[config.mk]
export PLATFORM = sky130hd
export DESIGN_NAME = div_period_meter
export DESIGN_NICKNAME = d
export VERILOG_FILES = /design/src/rtl/div_period_meter.sv
export SDC_FILE = /design/constraint.sdc
export NUM_CORES = 1
export LEC_CHECK = 0
export BUFFER_PORTS_ARGS = -buffer_cell sky130_fd_sc_hd__buf_2
export CORE_MARGIN = 4
export CORE_UTILIZATION = 54
export CTS_BUF_LIST = sky130_fd_sc_hd__clkbuf_2 sky130_fd_sc_hd__clkbuf_4 sky130_fd_sc_hd__clkbuf_8
export CTS_CLUSTER_DIAMETER = 40
export DETAILED_ROUTE_END_ITERATION = 16
export PLACE_DENSITY = 0.78
export RECOVER_POWER = 100
export SLEW_MARGIN = 20
export SYNTH_ARGS = -nofsm -noshare
export SYNTH_HDL_FRONTEND = slang
export SYNTH_SLANG_ARGS = --single-unit
export TNS_END_PERCENT = 5
[constraint.sdc]
create_clock -name clk -period 1.8 [get_ports clk]
set_clock_uncertainty 0.2 [all_clocks]
set_input_delay 0.09 -clock clk [delete_from_list [all_inputs] [get_ports clk]]
set_output_delay 0.09 -clock clk [all_outputs]
set_load 0.01 [all_outputs]
[src/rtl/div_period_meter.sv]
// Period / high-time monitor for the clock divider output, checked against 2*div.
// Optional macro DIV_METER_DUTY_EN: also require high time == div for a match.
module div_period_meter #(
    parameter int CNT_W    = 8,
    parameter int LOCK_CNT = 4
) (
    input  logic             clk,
    input  logic             clear,
    input  logic             q,
    input  logic [2:0]       div,
    output logic             meas_valid,
    output logic [CNT_W-1:0] period,
    output logic [CNT_W-1:0] high_time,
    output logic             match,
    output logic             locked,
    output logic             err
);

    typedef enum logic {IDLE, MEASURE} state_t;

    localparam logic [CNT_W-1:0] CNT_MAX  = '1;
    localparam logic [3:0]       LOCK_MAX = 4'(LOCK_CNT);

    state_t           state;
    logic             q_d;
    logic [2:0]       div_d;
    logic [CNT_W-1:0] cnt;
    logic [CNT_W-1:0] hcnt;
    logic [3:0]       lock_cnt;

    logic             rise;
    logic             div_chg;
    logic             cmp_en;
    logic             hit;
    logic [CNT_W-1:0] exp_period;
    logic [3:0]       lock_nxt;

    assign rise       = q & ~q_d;
    assign div_chg    = (div != div_d);
    assign cmp_en     = (div >= 3'd2);
    assign exp_period = CNT_W'({div, 1'b0});
    assign lock_nxt   = (lock_cnt == LOCK_MAX) ? LOCK_MAX : lock_cnt + 4'd1;

`ifdef DIV_METER_DUTY_EN
    assign hit = (cnt == exp_period) && (hcnt == CNT_W'(div));
`else
    assign hit = (cnt == exp_period);
`endif

    always_ff @(posedge clk) begin
        if (clear) begin
            state      <= IDLE;
            q_d        <= 1'b0;
            div_d      <= 3'd0;
            cnt        <= '0;
            hcnt       <= '0;
            lock_cnt   <= 4'd0;
            meas_valid <= 1'b0;
            period     <= '0;
            high_time  <= '0;
            match      <= 1'b0;
            locked     <= 1'b0;
            err        <= 1'b0;
        end else begin
            q_d        <= q;
            div_d      <= div;
            meas_valid <= 1'b0;
            if (div_chg) begin
                // A ratio switch restarts measurement; any rise this cycle is dropped.
                state    <= IDLE;
                locked   <= 1'b0;
                lock_cnt <= 4'd0;
                match    <= 1'b0;
            end else begin
                // Lock bookkeeping runs on the cycle the result is presented.
                if (meas_valid && (div_d >= 3'd2)) begin
                    if (match) begin
                        lock_cnt <= lock_nxt;
                        locked   <= (lock_nxt == LOCK_MAX);
                    end else begin
                        if (locked)
                            err <= 1'b1;
                        lock_cnt <= 4'd0;
                        locked   <= 1'b0;
                    end
                end
                case (state)
                    IDLE: begin
                        if (rise) begin
                            cnt   <= CNT_W'(1);
                            hcnt  <= CNT_W'(1);
                            state <= MEASURE;
                        end
                    end
                    MEASURE: begin
                        if (rise) begin
                            period     <= cnt;
                            high_time  <= hcnt;
                            meas_valid <= 1'b1;
                            match      <= cmp_en && hit;
                            cnt        <= CNT_W'(1);
                            hcnt       <= CNT_W'(1);
                        end else if (cnt == CNT_MAX) begin
                            err      <= 1'b1;
                            locked   <= 1'b0;
                            lock_cnt <= 4'd0;
                            state    <= IDLE;
                        end else begin
                            cnt  <= cnt + CNT_W'(1);
                            hcnt <= hcnt + CNT_W'(q);
                        end
                    end
                    default: state <= IDLE;
                endcase
            end
        end
    end

endmodule

# After elaboration in Yosys (flattened, before gate mapping)
# Cells that the tools add are included.
# classes
n_addsub,3
order_cmp,2
n_eq_ne,7
mux,28
bitwise,4
n_reduce_logical,7
# op_table
cell,count
$mux W8,5
$pmux W8 S2,2
$mux W4,6
$mux W1,14
$add A8 B1 Y8,1
$add A8 B1 Y8 const B,1
$eq A4 B3 Y1 const B,2
$eq A8 B4 Y1,1
$eq A8 B8 Y1 const B,1
$ge A3 B2 Y1 const B,2
$reduce_and A3 Y1,2
$add A4 B1 Y4 const B,1
$ne A3 B3 Y1,1
$ne A3 B3 Y1 const B,1
$not A1 Y1,3
$reduce_or A3 Y1,1
$logic_and A1 B1 Y1,2
$ne A2 B2 Y1 const B,1
$pmux W1 S2,1
$reduce_and A2 Y1,1
$reduce_or A2 Y1,1
$and A1 B1 Y1,1
# totals
regBits,45
inputBits,6
out_inout_bits,20
wordCells,63

# Depth between registers and ports, before layout
# depth
word_depth,8
depth_mapped,7
depth_no_buf,7

# Least setup slack after synthesis
# OpenSTA, ideal clock, no wires.
# synth_timing
path_kind,register to register
from,reg cnt[0]
to,reg hcnt[4]
setup_time_ns,0.142
t_arrival_ns,1.657
required_time_ns,1.458
path_slack_ns,-0.199
stages_incl_launch_ff,7
n_path_buf,0
synth_period_minus_slack_ns,1.999
path_cell_list,dfxtp_1 -> ha_1 -> nand4_2 -> a2111oi_4 -> or2_1 -> or3_1 -> a21oi_1
# synth_between
elab_chain_cells,3
# synth_rtl
element,line,rtl
start: declaration,27,logic [CNT_W-1:0] cnt;
start signal: assignment,109,cnt <= cnt + CNT_W'(1);
$eq A8 B8 Y1,103,end else if (cnt == CNT_MAX) begin
$ne A3 B3 Y1 (no line),-,
$reduce_and A3 Y1 (no line),-,
end signal: assignment,110,hcnt <= hcnt + CNT_W'(q);
end: declaration,28,logic [CNT_W-1:0] hcnt;
# No other way between the ends.
# A chain may end at the register's enable or synchronous reset.

# Worst setup path in the final report
# layout_timing
from,reg div_d[2]
to,reg hcnt[6]
# layout_between
elab_chain_cells,3
# layout_rtl
element,line,rtl
start: declaration,26,logic [2:0] div_d;
start signal: assignment,66,div_d <= div;
$ne A3 B3 Y1,39,assign div_chg = (div != div_d);
$not A1 Y1 (no line),-,
$reduce_and A3 Y1 (no line),-,
# No other way between the ends.

==> results.json <==
{
  "power_density_nw_per_um2": 699,
  "fin_cells": 352,
  "slowest_delay_ps": 340,
  "place_congestion": 0.897,
  "diodes": 0,
  "core_um2": 3690,
  "clock-sinks": 45,
  "nNetsFinal": 314,
  "worstMarginPinSlew_ps": 411,
  "ant_nets": 0,
  "synth_nets": 260,
  "wl_mm": 4.93,
  "vias_per_cell": 5.55,
  "min_period_ps": 1840,
  "worstPathArrival_ps": 1840,
  "synth_top_cell_area_share_pct": 43.3,
  "finalPower_mw": 1.81,
  "outcome": "finished, violations left",
  "synthTopCellsByCount": "dfxtp_1, nand2_1, a21oi_1, nor2_1, nand3_1",
  "synth.avg_cell_area_um2": 8.35,
  "root_buffer": "clkbuf_8",
  "drtIter0Drc": 240,
  "startpoint_type": "flop",
  "post-cts-setup-buffers": 0,
  "ios": 26,
  "fin_ws_ps": -41.6,
  "min-delay-path-class": "input port to flop",
  "drc": 0,
  "ctsHtreeMaxLevel": 2,
  "synth_ff_type": "dfxtp_1",
  "violations": "setup timing",
  "yosysUniqueCellTypes": 44,
  "report.final.slew_viol_count": 0,
  "async_reset_ff_share_pct": 0,
  "io_buffers": 25,
  "finalHoldViolCount": 0,
  "synth_area_leader_cell": "dfxtp_1",
  "cap_violations": 0,
  "utilization_pct": 70.3,
  "path_clk_slew_ps": 90,
  "crit_chain": "xnor2_2, nand3_2, buf_4, nor4_1, xnor2_1, nor2_1",
  "slew_headroom_pct": 72.6,
  "fp.dieH_um": 70.0,
  "hpwl_mm": 3.49,
  "path_delay_family": "simple AND/OR/NAND/NOR gates",
  "synth_edf_count": 0,
  "synth.area.top_cells": "dfxtp_1, nand2_1, a21oi_1, nor2_1, xnor2_1",
  "die_w_um": 70.0,
  "finalCritPeriodShare_pct": 102,
  "floorplan.initialDensity_pct": 56.3,
  "worst-path-buf-inv": 1,
  "grt_pass1_wl_mm": 8.11,
  "pre_cts_slack_ps": -26.3,
  "finish.instance_area_um2": 2590,
  "yosysSeqAreaShare_pct": 43.3,
  "firstDrtPassIters": 4,
  "cp_max_fo": 5,
  "cp-end-kind": "flop",
  "grt_max_degree": 23,
  "area_growth_pct": 24.7,
  "crit_type": "flop to flop",
  "grt_overflow": 0,
  "synth_most_common_cell": "dfxtp_1",
  "setup_viol": 3,
  "leakage_nw": 0.907,
  "placed_area_um2": 2450,
  "required_ps": 1800,
  "wl_per_cell_um": 14.0,
  "dp_cells": 339,
  "synth_area_um2": 2080,
  "antenna_found_initial": 0,
  "cts_buffers": 5,
  "rows": 22,
  "setup_tns_ps": -87.6,
  "ir_drop_v": 0.000554,
  "grtUsageTotal_pct": 20.1,
  "grt_setup_unrepaired": "yes",
  "grt_pass1_vias": 1744,
  "syn_inst": 249,
  "crit_slowest_cell": "dfxtp_1",
  "synth_warnings": 0,
  "synth_seq_cells": 45,
  "cts_buffer_depth": 2,
  "dieArea_um2": 4900,
  "fmax_ghz": 0.543,
  "timing.hold.ws_ps": 163,
  "cts_tree": "yes",
  "clk_latency_ps": 300,
  "drive_gt1_share_pct": 19.7,
  "route.vias.total": 1954
}
final cells by class:
type | instances | area (um2)
repair buffers | 59 | 363
clock inverters | 3 | 23.8
inverters | 3 | 11.3
multi-input cells | 189 | 1150
clock buffers | 5 | 68.8
well taps | 48 | 60.1
fillers | 301 | 1100
flip-flops and latches | 45 | 910
report_power, final:
part | internal (mW) | switching, mW
Combinational | 0.0687 | 0.0830
Clock | 0.282 | 0.371
Sequential | 1.00 | 0.00654
final timing paths:
path / from / end / slack [ps] / depth (start not counted)
hold reg to reg: period[3] / period[3] / 260 / 2
hold / removal: div[0] / match / 160 / 5
setup reg to reg: div_d[2] / hcnt[6] / -40 / 6
setup / recovery: div_d[2] / hcnt[6] / -40 / 6
flip-flops by register name, summed over array words and instances, names as in the netlist:
name,cells
locked,1
meas_valid,1
err,1
high_time,8
hcnt,8
match,1
div_d,3
cnt,8
state,1
q_d,1
lock_cnt,4
period,8
layout by cell type (no fill, tap or decap), types with 3 or more instances in the layout:
| cell type | Yosys | routed |
|---|---|---|
| nand3_1 | 13 | 13 |
| clkbuf_1 | 5 | 20 |
| nor2b_1 | 9 | 9 |
| dfxtp_1 | 45 | 42 |
| ha_1 | 5 | 4 |
| buf_4 | 1 | 25 |
| inv_1 | 3 | 3 |
| xnor2_1 | 9 | 9 |
| nor3_1 | 8 | 8 |
| nor2_1 | 26 | 24 |
| buf_2 | 6 | 5 |
| o21ai_0 | 6 | 6 |
| clkbuf_8 | 0 | 5 |
| nor4_1 | 5 | 3 |
| dlygate4sd3_1 | 0 | 5 |
| xnor2_2 | 3 | 3 |
| a21oi_1 | 28 | 28 |
| nand2_1 | 44 | 44 |
kinds of logic after synthesis:
logic type | synth area share, %
AO/OA/AOI/OAI | 14.5
XOR/XNOR | 6.14
adder cells (fa/ha/maj) | 3.01
buffers and inverters | 3.25
flip-flops | 43.3
AND/OR/NAND/NOR | 29.7
routing by layer:
metal  share of wire [%]  routed length, um  vias up  global-route usage, %
met3                 7.1                350        9                   4.03
met4                 1.4                 70        0                   7.23
li1                    -                  -      971                      -
met5                   0                  0        -                      0
met1                  46               2290      902                   28.3
met2                  45               2220       72                   30.3
worst reg2reg max path, cell delays in order, from the launching register on:
cell,delay (ps)
dfxtp_1,340
xnor2_2,240
nand3_2,210
buf_4,210
nor4_1,330
xnor2_1,160
nor2_1,50
repair_timing:
item / in CTS / in global routing
hold endpoints to repair: 15 / 0
setup endpoints to repair: 24 / 15
pin swaps: 1 / 1
hold buffers: 5 / 0
gates resized for setup: 2 / 6
Power figures use the tool's default switching activity.
